--- src/rtl/sif_pkg.sv ---
// Shared definitions for the SIF streaming path: default beat width,
// width helpers and the derived FIFO control-state encoding.
package sif_pkg;

  localparam int DMA_WIDTH_DEF = 64;

  typedef int unsigned lvl_width_t;

  typedef enum logic [1:0] {
    ST_EMPTY,
    ST_PARTIAL,
    ST_FULL
  } ctrl_state_e;

  // Ceiling log2 that never returns 0, so a 1-entry index still gets one bit.
  function automatic int clog2_min1(input int n);
    int r;
    r = 0;
    for (int i = 0; i < 31; i++) begin
      if ((1 << i) < n) r = i + 1;
    end
    return (r < 1) ? 1 : r;
  endfunction

  function automatic lvl_width_t lvl_width(input int depth);
    return lvl_width_t'(clog2_min1(depth) + 1);
  endfunction

endpackage

--- src/rtl/sif_fifo_mem.sv ---
// DEPTH x WIDTH storage array: one synchronous write port, one asynchronous
// read port, contents deliberately left unreset.
module sif_fifo_mem #(
  parameter int WIDTH = 64,
  parameter int DEPTH = 8,
  parameter int AW    = 3
) (
  input  logic             clk,
  input  logic             we,
  input  logic [AW-1:0]    waddr,
  input  logic [WIDTH-1:0] wdata,
  input  logic [AW-1:0]    raddr,
  output logic [WIDTH-1:0] rdata
);

  logic [WIDTH-1:0] mem [DEPTH];

  always_ff @(posedge clk) begin
    if (we) mem[waddr] <= wdata;
  end

  assign rdata = mem[raddr];

endmodule

--- src/rtl/sif_stream_fifo.sv ---
// Valid/ready stream FIFO with registered handshake outputs, occupancy
// watermarks, synchronous flush and a sticky source-protocol error flag.
module sif_stream_fifo
  import sif_pkg::*;
#(
  parameter int DMA_WIDTH = DMA_WIDTH_DEF,
  parameter int DEPTH     = 8,
  parameter int AF_LVL    = DEPTH - 2,
  parameter int AE_LVL    = 1
) (
  input  logic                        clk,
  input  logic                        rst_n,
  input  logic                        flush,
  input  logic                        up_vld,
  input  logic [DMA_WIDTH-1:0]        up_dat,
  output logic                        up_rdy,
  output logic                        dn_vld,
  output logic [DMA_WIDTH-1:0]        dn_dat,
  input  logic                        dn_rdy,
  output logic [lvl_width(DEPTH)-1:0] level,
  output logic                        almost_full,
  output logic                        almost_empty,
  output logic                        err_drop
);

  localparam int AW = clog2_min1(DEPTH);
  localparam int PW = AW + 1;
  localparam logic [PW-1:0] FULL_XOR = {1'b1, {AW{1'b0}}};
  localparam logic [PW-1:0] AF_THR   = PW'(AF_LVL);
  localparam logic [PW-1:0] AE_THR   = PW'(AE_LVL);

  logic [PW-1:0]        wr_ptr, rd_ptr, wr_nxt, rd_nxt;
  logic                 push, pop;
  logic                 flush_q;
  logic                 stall_q;
  logic [DMA_WIDTH-1:0] dat_q;
  logic                 protocol_err;
  logic [DMA_WIDTH-1:0] mem_rdata, head_nxt;
  ctrl_state_e          state_nxt;

  sif_fifo_mem #(
    .WIDTH(DMA_WIDTH),
    .DEPTH(DEPTH),
    .AW   (AW)
  ) u_mem (
    .clk  (clk),
    .we   (push),
    .waddr(wr_ptr[AW-1:0]),
    .wdata(up_dat),
    .raddr(rd_nxt[AW-1:0]),
    .rdata(mem_rdata)
  );

  // The head register is refilled from the entry the read pointer will point
  // at next; when that entry is being written on this same edge the array
  // still holds stale data, so the incoming beat is forwarded instead.
  always_comb begin
    push   = up_vld & up_rdy & ~flush;
    pop    = dn_vld & dn_rdy & ~flush;
    wr_nxt = wr_ptr + PW'(push);
    rd_nxt = rd_ptr + PW'(pop);
    if (flush) begin
      wr_nxt = '0;
      rd_nxt = '0;
    end

    state_nxt = ST_PARTIAL;
    if (wr_nxt == rd_nxt) begin
      state_nxt = ST_EMPTY;
    end else if ((wr_nxt ^ rd_nxt) == FULL_XOR) begin
      state_nxt = ST_FULL;
    end

    head_nxt     = (push && (rd_nxt == wr_ptr)) ? up_dat : mem_rdata;
    protocol_err = stall_q & (~up_vld | (up_dat != dat_q));
  end

  always_ff @(posedge clk or negedge rst_n) begin
    if (!rst_n) begin
      wr_ptr  <= '0;
      rd_ptr  <= '0;
      flush_q <= 1'b0;
      up_rdy  <= 1'b0;
      dn_vld  <= 1'b0;
      dn_dat  <= '0;
    end else begin
      wr_ptr  <= wr_nxt;
      rd_ptr  <= rd_nxt;
      flush_q <= flush;
      // Ready stays low through the flush edge and the one after it.
      up_rdy  <= (state_nxt != ST_FULL) & ~flush & ~flush_q;
      dn_vld  <= (state_nxt != ST_EMPTY);
      if (state_nxt != ST_EMPTY) dn_dat <= head_nxt;
    end
  end

  always_ff @(posedge clk or negedge rst_n) begin
    if (!rst_n) begin
      stall_q  <= 1'b0;
      dat_q    <= '0;
      err_drop <= 1'b0;
    end else begin
      stall_q  <= up_vld & ~up_rdy;
      dat_q    <= up_dat;
      err_drop <= err_drop | protocol_err;
    end
  end

  assign level        = wr_ptr - rd_ptr;
  assign almost_full  = (level >= AF_THR);
  assign almost_empty = (level <= AE_THR);

endmodule

--- config.mk ---
export PLATFORM = sky130hd
export DESIGN_NAME = sif_stream_fifo
export DESIGN_NICKNAME = d
export VERILOG_FILES = /design/src/rtl/sif_pkg.sv /design/src/rtl/sif_fifo_mem.sv /design/src/rtl/sif_stream_fifo.sv
export SDC_FILE = /design/constraint.sdc
export NUM_CORES = 1
export LEC_CHECK = 0
export ABC_AREA = 0
export BUFFER_PORTS_ARGS = -buffer_cell sky130_fd_sc_hd__buf_4
export CORE_MARGIN = 8
export CORE_UTILIZATION = 50
export DETAILED_ROUTE_END_ITERATION = 12
export PLACE_DENSITY = 0.74
export SLEW_MARGIN = 30
export SYNTH_ARGS = -nofsm -noshare
export SYNTH_HDL_FRONTEND = slang
export SYNTH_SLANG_ARGS = --single-unit
--- constraint.sdc ---
create_clock -name clk -period 8.8 [get_ports clk]
set_clock_uncertainty 0.05 [all_clocks]
set_input_delay 0.44 -clock clk [delete_from_list [all_inputs] [get_ports clk]]
set_output_delay 0.44 -clock clk [all_outputs]
set_load 0.05 [all_outputs]
Yosys cells after proc, flatten, opt, wreduce, memory -nomap -nowiden
Memories as Yosys holds them, arrays and structs flattened.
Cells that the tools add are included.
{"block": "totals", "ff_bits": 141, "mem_count": 1, "inputBits": 69, "wordCells": 44, "ram_bits": 512, "out_inout_bits": 73}
{"name": "u_mem.mem", "words": 8, "word_bits": 64, "read_ports": 1, "rd_clocked_by_memory_dff": 0, "wr": 1, "line_no": "sif_fifo_mem.sv:16", "text": "logic [WIDTH-1:0] mem [DEPTH];"}
{"block": "op_classes", "n_eq_ne": 5, "addsub": 3, "n_bitwise": 15, "order_cmp": 2, "n_reduce_logical": 2, "muxes": 7}
{"op": "$mux 64", "count": 1}
{"op": "$ne 64x64->1", "count": 1}
{"op": "$add 4x1->4", "count": 2}
{"op": "$and 1x1->1", "count": 8}
{"op": "$eq 4x4->1", "count": 2}
{"op": "$mux 4", "count": 2}
{"op": "$eq 4x4->1 const B", "count": 1}
{"op": "$ge 4x3->1 const B", "count": 1}
{"op": "$le 4x1->1 const B", "count": 1}
{"op": "$mux 2", "count": 2}
{"op": "$not 1->1", "count": 4}
{"op": "$sub 4x4->4", "count": 1}
{"op": "$xor 4x4->4", "count": 1}
{"op": "$mux 1", "count": 2}
{"op": "$ne 2x2->1 const B", "count": 1}
{"op": "$or 1x1->1", "count": 2}
{"op": "$reduce_bool 2->1", "count": 1}
{"op": "$logic_and 1x1->1", "count": 1}

Logic depth before layout (Yosys ltp)
Gate-level depths: netlist of run 1.
{"block": "logic_depth", "depth_word": 11, "mapped_depth": 12}

Hierarchy
Synthesis of run 1 repeated with hierarchy kept, for this count alone.
{"block": "hier_totals", "hier_cells": 1379, "area_unflattened_um2": 26136.3}
{"mod": "sif_fifo_mem", "n_inst": 1, "cells_per_inst": 752, "area_per_inst_um2": 19266.0}
{"mod": "sif_stream_fifo", "n_inst": 1, "cells_per_inst": 627, "area_per_inst_um2": 6870.3}

Worst setup path after synthesis of run 1
Ideal clock, no wire load.
{"block": "synth_timing", "path_type": "register -> register", "from": "register up_rdy", "to": "memory u_mem.mem[0][0], enable pin", "required_time_ns": 8.105, "period_less_slack_ns": 7.675, "setup_time_ns": 0.645, "path_slack_ns": 1.125, "arrival_ns": 6.980, "stages_incl_launch_ff": 3, "cell_sequence": "dfrtp_1 -> nand3_1 -> nor4_1"}
{"block": "synth_between", "elab_chain_len": 4}
{"element": "from (decl)", "line_no": "sif_stream_fifo.sv:16", "text": "output logic up_rdy,"}
{"element": "from (signal assigned)", "line_no": "sif_stream_fifo.sv:91", "text": "up_rdy <= (state_nxt != ST_FULL) & ~flush & ~flush_q;"}
{"element": "$and 1x1->1 (2 in series)", "line_no": "sif_stream_fifo.sv:58", "text": "push = up_vld & up_rdy & ~flush;"}
{"element": "$mux 1", "line_no": "sif_fifo_mem.sv:19", "text": "if (we) mem[waddr] <= wdata;"}
{"element": "$mux 1 (implied by the code)", "line_no": "sif_fifo_mem.sv:19"}
{"element": "to (decl)", "line_no": "sif_fifo_mem.sv:16"}
No other way between the ends.

Final worst setup path of run 1
{"block": "layout_timing", "from": "input port flush", "to": "register dn_dat[1]"}
{"block": "layout_between", "elab_chain_len": 9, "elab_cells_between_ends": 17}
{"element": "from (decl)", "line_no": "sif_stream_fifo.sv:13", "text": "input logic flush,"}
{"element": "$not 1->1", "line_no": "sif_stream_fifo.sv:58, sif_stream_fifo.sv:59"}
{"element": "$and 1x1->1, on equally long branches", "line_no": "sif_stream_fifo.sv:58, sif_stream_fifo.sv:59"}
{"element": "$add 4x1->4, on equally long branches", "line_no": "sif_stream_fifo.sv:60, sif_stream_fifo.sv:61"}
{"element": "$mux 4", "line_no": "sif_stream_fifo.sv:62", "text": "if (flush) begin"}
{"element": "$xor 4x4->4", "line_no": "sif_stream_fifo.sv:70", "text": "end else if ((wr_nxt ^ rd_nxt) == FULL_XOR) begin"}
{"element": "$eq 4x4->1", "line_no": "sif_stream_fifo.sv:70"}
{"element": "$mux 2", "line_no": "sif_stream_fifo.sv:70"}
{"element": "$mux 2", "line_no": "sif_stream_fifo.sv:68", "text": "if (wr_nxt == rd_nxt) begin"}
{"element": "$reduce_bool 2->1", "line_no": "sif_stream_fifo.sv:93", "text": "if (state_nxt != ST_EMPTY) dn_dat <= head_nxt;"}
{"element": "to (signal assigned)", "line_no": "sif_stream_fifo.sv:93"}
{"element": "to (decl)", "line_no": "sif_stream_fifo.sv:18", "text": "output logic [DMA_WIDTH-1:0] dn_dat,"}
Parallel ways exist; a longest one is shown, timed or not.
A chain may end at the register's enable or synchronous reset.

==> results summary, run 1 <==
The flow ran to the end, and the final reports show no timing, DRC or antenna violations. The number of global-route vias before repair came out at 17.8k. The global-route wire length before repair is 108000 um. The vertical die dimension came out at 242 um. The worst setup path is launched from an input pin. The aggregate routed wire length came out at 71800 um. The tool flagged a number of max-cap violations equal to 0. The final count of hold timing violations is 0. On the critical path, the stage with the largest delay is an instance of sky130_fd_sc_hd__and3_2. The leakage power total came out at 10.3 nW.

The core outline area came out at 0.0503 mm2. The mean number of vias per cell is 6.56. The clock-pin slew on the worst setup and hold paths came out at 0.07 ns. The row count came out at 82. The fraction of registers with async set/reset came out at 0.216. The number of levels in the clock H-tree is 2. The final weighted congestion in routability-driven placement came out at 0.808. The number of enable flip-flop cells after synthesis is 512. The number of input and output port buffers inserted came out at 141. For the pin with the worst max-slew slack, the measured transition is 1.06 ns. The iteration-0 DRC count of the detailed router is 2200. The share of cells above drive strength 1 came out at 0.151.

The synthesis-to-finish area growth is 17.0%. The post-detailed-placement half-perimeter wirelength is 36500 um. The clock tree from TritonCTS is yes. The number of instances in the synthesized netlist came out at 1754. Once detail routing completed, the nets flagged for antenna violations numbered 0.

The delay of the slowest critical-path stage is 0.74 ns. The maximum VDD drop came out at 0.000165 V. The share of the core filled with cells is 0.594.

The number of antenna violations at the first check in global routing came out at 2. The pin count of the biggest net entering global routing is 114. The worst hold-check path type is input pin to flip-flop.

The synthesized netlist net count is 1831. 142 I/O pins were placed. The die covers 0.0585 mm2.

The number of remaining DRC errors came out at 0. The clock tree root buffer cell is sky130_fd_sc_hd__clkbuf_16. The number of vias after detailed routing is 17.3k.

After clock tree synthesis, the repair step resized 0 gates. In the final routed layout, each cell accounts on average for 27.2 um. The mean area per synthesized cell is 14.5 um2. The mapped netlist covers 0.0255 mm2. By count the netlist is led by sky130_fd_sc_hd__edfxtp_1 (512), sky130_fd_sc_hd__nand2_1 (260), sky130_fd_sc_hd__a32oi_1 (192). The final setup TNS came out at 0 ns. The final setup violation count came out at 0.

Data arrives at the worst endpoint at 5.61 ns. The critical path class is input pin to flip-flop. The post-layout minimum cycle time is 5.15 ns.

By instance count, the cell type seen most on the critical path is sky130_fd_sc_hd__buf_4. The endpoint type of the worst setup path is a flip-flop. In the global route stage, overall resource usage came out at 0.237.

Global routing finished with a remaining overflow of 0. The number of warning messages in the yosys log came out at 0. The detailed-router iteration count before antenna repair came out at 6. For the worst setup path, the data required time is 9.26 ns. The initial cell density of the core is 0.507.

The number of pins with negative max-slew slack in the final report came out at 0. The final layout net count is 1990. The synthesized design spends more area on one cell type than any other, namely sky130_fd_sc_hd__edfxtp_1. For this design, the sink count on the clock tree is 653.

The fraction of the yosys area taken by sequential cells came out at 0.741. The number of distinct library cell variants in the gate-level netlist after synthesis is 42. The number of buffers on the longest clock path is 3. Setup repair after global routing left no endpoint under its margin.

The horizontal die dimension is 242 um. The share of synthesized area in the top cell type comes to 0.603. The power density over cell area came out at 239 mW/mm2. Among all flip-flop cells after synthesis, the most frequent one is sky130_fd_sc_hd__edfxtp_1. By area the synthesized netlist is led by sky130_fd_sc_hd__edfxtp_1 (60%), sky130_fd_sc_hd__dfrtp_1 (14%), sky130_fd_sc_hd__a32oi_1 (6.6%), sky130_fd_sc_hd__nand2_1 (3.8%), sky130_fd_sc_hd__o22ai_1 (3.2%). In the finished design, the share of the clock period the worst path needs comes to 0.585. After synthesis the netlist holds a flip-flop and latch count of 653.

The timing-limited maximum frequency came out at 194 MHz. Walking the worst path, the cells encountered are dlygate4sd3_1, buf_4, inv_1, and3_1, ha_1, nand2b_4, buf_4, inv_6, xnor2_1, and3_2, buf_4, a32oi_1, o31ai_1. The largest fanout of any net on the critical path came out at 113. The latest clock arrival within the worst-skew pair came out at 0.63 ns. Yosys instantiated no cell more often than sky130_fd_sc_hd__edfxtp_1. In this run, CTS created clock tree buffers numbering 61. The normalized max-slew margin is 0.290.
## worst paths after layout
kind	startpoint	end	slack [ns]	depth (start not counted)
setup / recovery	flush	dn_dat[1]$_DFFE_PN0P_	3.65	13
hold / removal	up_vld	stall_q$_DFF_PN0_	0.09	2
setup reg to reg	dn_vld$_DFF_PN0_	dn_dat[1]$_DFFE_PN0P_	4.08	10
hold reg to reg	flush_q$_DFF_PN0_	up_rdy$_DFF_PN0_	0.37	1
max in group asynchronous	rst_n	dn_dat[54]$_DFFE_PN0P_	6.85	3
min in group asynchronous	rst_n	rd_ptr[1]$_DFF_PN0_	0.41	2
## state kept, by name (all words and copies together) (netlist names), 4 cells and up
name / cells
u_mem.mem: 512
dat_q: 64
dn_dat: 64
rd_ptr: 4
wr_ptr: 4
## cell type report
cell class / count / area [um2]
fillers: 3778 / 20400
flip-flops and latches: 653 / 18900
multi-input cells: 928 / 6030
repair buffers: 239 / 1970
clock buffers: 82 / 1690
well taps: 672 / 841
clock inverters: 34 / 284
inverters: 30 / 123
diodes: 2 / 5.00
## power breakdown
group	internal (mW)	switching (mW)	total (mW)
logic	0.292	0.700	0.993
registers	3.47	0.110	3.58
clock network	1.44	1.14	2.57
## cells in the final DEF, fill, tap and decap left out, types with 64 or more instances in the layout
| cell | Yosys | routed |
|---|---|---|
| sky130_fd_sc_hd__nor4_1 | 73 | 72 |
| sky130_fd_sc_hd__dfrtp_1 | 141 | 141 |
| sky130_fd_sc_hd__dlygate4sd3_1 | 0 | 66 |
| sky130_fd_sc_hd__edfxtp_1 | 512 | 512 |
| sky130_fd_sc_hd__nand3_1 | 69 | 68 |
| sky130_fd_sc_hd__a32oi_1 | 192 | 192 |
| sky130_fd_sc_hd__buf_4 | 0 | 169 |
| sky130_fd_sc_hd__o31ai_1 | 65 | 64 |
| sky130_fd_sc_hd__nand2_1 | 260 | 259 |
| sky130_fd_sc_hd__o22ai_1 | 131 | 131 |
## worst max-delay path: cells and delay by family
kind                     cells  cell delay [ns]
XOR/XNOR                     1             0.38
AND/OR/NAND/NOR              3             1.04
adder cells (fa/ha/maj)      1             0.39
buffers and inverters        6             2.74
AO/OA/AOI/OAI                2             0.51
## routing by layer
metal  vias up  track usage  part of all wire
met5         -            0           0.00018
met1      8675        0.300              0.37
met3       194       0.0516              0.11
met4         2       0.0931             0.032
met2      1158        0.396              0.49
li1       7300            -                 -
## kinds of logic after synthesis
kind of cell | after synthesis | synth area share
and+or+nand+nor | 451 | 0.0811
buffers and inverters | 173 | 0.0282
xor gates and xnor gates | 62 | 0.0216
adders and majority gates | 8 | 0.00422
AOI/OAI and AO/OA | 405 | 0.122
DFF | 653 | 0.741
muxes | 2 | 0.00132
## per-stage QoR
stage	cell area, um2	worst slack (ns)	cells	hold WS, ns	total power, mW
6_report	29800	3.65	2640	0.0911	7.14
5_1_grt	29800	3.43	2638	0.0857	7.34
4_1_cts	29800	3.80	2638	0.0722	7.17
3_5_place_dp	27200	3.71	2456	0.357	4.61
3_3_place_gp	27200	3.84	2456	0.343	4.60
2_1_floorplan	25500	1.13	1754	0.0944	4.20
## repair_timing
| item | CTS | global route |
|---|---|---|
| hold buffers | 66 | 0 |
| setup buffers | 0 | 0 |
| endpoints found under the hold margin | 159 | 0 |
Power figures use the tool's default switching activity.
==> run 2, diff against run 1 <==
- clock period: 8.8 -> 4.9 ns (I/O delays scaled with it)
==> run 2 against run 1 <==
  * Final cell count is 0.45% higher
  * Largest cell class unchanged
  * Non-clock buffer count grew 6
  * Hold slack better by 0.24 ns
  * Design area increased by 1.3%
  * Critical endpoint is now dn_dat[63]$_DFFE_PN0P_
==> results summary, run 2 (synthesis gave the netlist of run 1 again) <==
The critical path in this run is classified as input pin to flip-flop. The share of total power in the clock network is 0.378 (+0.018). The transition time of the tightest slew-check pin came out at 1.34 ns (+0.279 ns). The met3 layer usage reported by global route came out at 0.0573 (+0.00573). The buffers plus inverters on the worst setup path came out at 5 (-1).

The global-route wire length before repair came out at 108000 um (-0.45%). The number of buffers added by the clock tree synthesis step is 66 (+8.2%). The final count of hold timing violations came out at 0 (unchanged).

The summed area of non-filler cells in the final layout is 0.0302 mm2 (+1.3%). The power density over cell area is 439 mW/mm2 (+83%). The number of remaining DRC errors is 0 (unchanged). The number of gates given a new drive strength after cts came out at 0 (unchanged).

The internal power summed over all cells came to 9.70 mW (+87%). The total congestion overflow is 0 (unchanged). The total power of the final layout is 13.3 mW (+86%). The final setup TNS is 0 ns (unchanged). The share of the core filled with cells came to 0.601 (+0.00782). The met2 track demand over resource in global routing is 0.399 (+0.00241). The flow ran to the end, and the final reports show no timing, DRC or antenna violations. The cell area after placement is 0.0274 mm2 (+0.63%). The share of cells above drive strength 1 came out at 0.155 (+0.00422). Dividing the final minimum period by the clock period gives 0.792. The post-detailed-placement half-perimeter wirelength is 37300 um (+2.3%). The data arrival time of the worst path was 4.28 ns (-1.33 ns).

The timing-limited maximum frequency is 258 MHz. The top cell types in the final layout, fill and taps aside, are sky130_fd_sc_hd__edfxtp_1 (512), sky130_fd_sc_hd__nand2_1 (259), sky130_fd_sc_hd__a32oi_1 (192). The cell sitting at the root of the clock tree is a sky130_fd_sc_hd__clkbuf_16.

The global routing stage identified its most utilized layer as met2. The leakage power total was 10.5 nW (+1.7%). The number of vias after detailed routing came out at 17.3k (-0.023%). The switching power came out at 3.58 mW (+84%). The met1 capacity usage during global routing is 0.299 (-0.000936). STA classifies the critical path endpoint as a flip-flop.

The net switching share of the total power came out at 0.270 (-0.00313). The mean number of vias per cell is 6.53 (-0.48%). The post-CTS setup buffer count was 0 (unchanged).

The number of clock sinks seen by CTS is 653 (unchanged). STA classifies the critical path startpoint as an input pin. The initial cell density of the core was 0.507 (unchanged). The maximum VDD drop is 0.000379 V (+130%). The worst hold path belongs to the class input pin to async pin. The number of pins with negative max-slew slack in the final report came out at 0 (unchanged). The iteration-0 DRC count of the detailed router is 2009 (-8.7%). The critical path goes through dlygate4sd3_1, buf_4, inv_1, and3_1, ha_1, ha_1, nand2b_1, inv_1, xnor2_1, nand3_2, buf_12, nor4_1, o31ai_1.

u_mem.mem holds more flip-flops than any other register. The area taken by multi-input logic gates is 0.00605 mm2 (+0.25%). The flip-flop count of the largest register after layout is 512 (unchanged). The final weighted congestion in routability-driven placement came to 0.846 (+4.7%). The logic depth of the worst register-to-register path came to 10 (unchanged). The cell type group with the largest total delay on the critical path is buffers and inverters. The final setup violation count is 0 (unchanged). The number of buffers on the longest clock path is 3 (unchanged). The pin count of the biggest net entering global routing came out at 201 (+76%). The vertical die dimension is 242 um (unchanged). The normalized max-slew margin came to 0.104 (-0.186).

The synthesis-to-finish area growth came out at 18.6%. The count of nets left with antenna violations after detail routing is 0 (unchanged). The largest registers in the layout are u_mem.mem: 512 flops, dat_q: 64 flops, dn_dat: 64 flops. The count of filler cells inserted in the layout came to 3728 (-1.3%).

The number of global-route vias before repair is 17.8k (-0.45%). The horizontal die dimension is 242 um (unchanged). The wire length per cell after detailed routing is 27.0 um (-0.86%). The detailed-router iteration count before antenna repair came out at 6 (unchanged). The share of power burned in registers is 0.487 (-0.014).

The core outline area is 0.0503 mm2 (unchanged). The proportion of power drawn by combinational gates came out at 0.134 (-0.005). The post-layout minimum cycle time is 3.88 ns. The number of input and output port buffers inserted is 141 (unchanged). Setup repair after global routing left no endpoint under its margin. The row count came out at 82 (unchanged). The largest fanout of any net on the critical path came out at 36 (-68%).

The most frequent standard cell in the layout excluding fill and tap cells is sky130_fd_sc_hd__edfxtp_1. The delay of the slowest critical-path stage is 0.74 ns (about the same). The final layout net count is 2001 (+0.55%).

The latest clock arrival within the worst-skew pair is 0.59 ns (-0.04 ns). The worst path required time is 5.30 ns (-3.96 ns). The aggregate routed wire length came out at 71500 um (-0.41%). The total track usage came out at 0.237 (about the same). The number of violations of the max-capacitance limit came out at 0 (unchanged). The number of levels in the clock H-tree came out at 3 (+1).

The critical path depth in cells came to 13 (unchanged). The register cell area after layout is 0.0189 mm2 (unchanged). TritonCTS built the clock tree. The number of antenna violations at the first check in global routing was 5 (+3). The worst hold slack across all endpoints is 0.328 ns (+0.237 ns).

The clock-pin slew on the worst setup and hold paths is 0.06 ns (about the same). The die outline area is 0.0585 mm2 (unchanged). The number of top-level pins is 142 (unchanged).

The largest individual stage delay along the critical path comes from the cell sky130_fd_sc_hd__nand3_2.
run 2: cell types whose count changed in the layout (fill, tap and decap cells not counted), sizes merged, moves of 2 or more:
cell / change
buf: +4
clkbuf: +17
clkinv: -10
clkinvlp: -2
inv: +2
run 2: final cells by class:
class | instances | area share
clock inverter | 23 | 0.00625
tap | 672 | 0.0278
timing repair buffer | 245 | 0.0708
inverter | 30 | 0.00397
antenna | 3 | 0.000248
sequential | 653 | 0.625
clock buffer | 98 | 0.0658
multi-input combinational | 928 | 0.200
run 2: worst paths after layout:
kind	to	slack, ns	start
worst min-delay path	wr_ptr[1]$_DFF_PN0_	0.33	rst_n
worst min register to register	up_rdy$_DFF_PN0_	0.35	flush_q$_DFF_PN0_
max in group asynchronous	dat_q[56]$_DFF_PN0_	3.26	rst_n
worst max register to register	dn_dat[63]$_DFFE_PN0P_	1.20	dn_vld$_DFF_PN0_
min in group clk	dat_q[17]$_DFF_PN0_	0.35	up_dat[17]
worst max-delay path	dn_dat[63]$_DFFE_PN0P_	1.02	flush
run 2: repair_timing:
item                       CTS  global route
hold buffers                67             0
hold endpoints to repair   679             0
setup endpoints to repair    0             0
run 2: stage by stage:
stage / worst slack [ns] / cells
floorplan: -1.04 / 1754
global placement: 1.31 / 2461
detailed placement: 1.10 / 2461
CTS: 1.14 / 2649
global route: 0.893 / 2651
finish: 1.02 / 2652
run 2: per-layer routing:
metal  wire [um]  vias to the layer above
li1            -                     7318
met3        7480                      183
met2       35400                     1134
met1       26500                     8688
met5          13                        -
met4        2140                        2
run 2: power groups by stage:
stage | logic (mW) | registers [mW] | clock network [mW]
6_report | 1.78 | 6.47 | 5.02
3_3_place_gp | 1.71 | 6.56 | 0
3_5_place_dp | 1.74 | 6.57 | 0
5_1_grt | 1.87 | 6.48 | 5.27
4_1_cts | 1.80 | 6.46 | 5.06
2_1_floorplan | 0.362 | 7.18 | 0
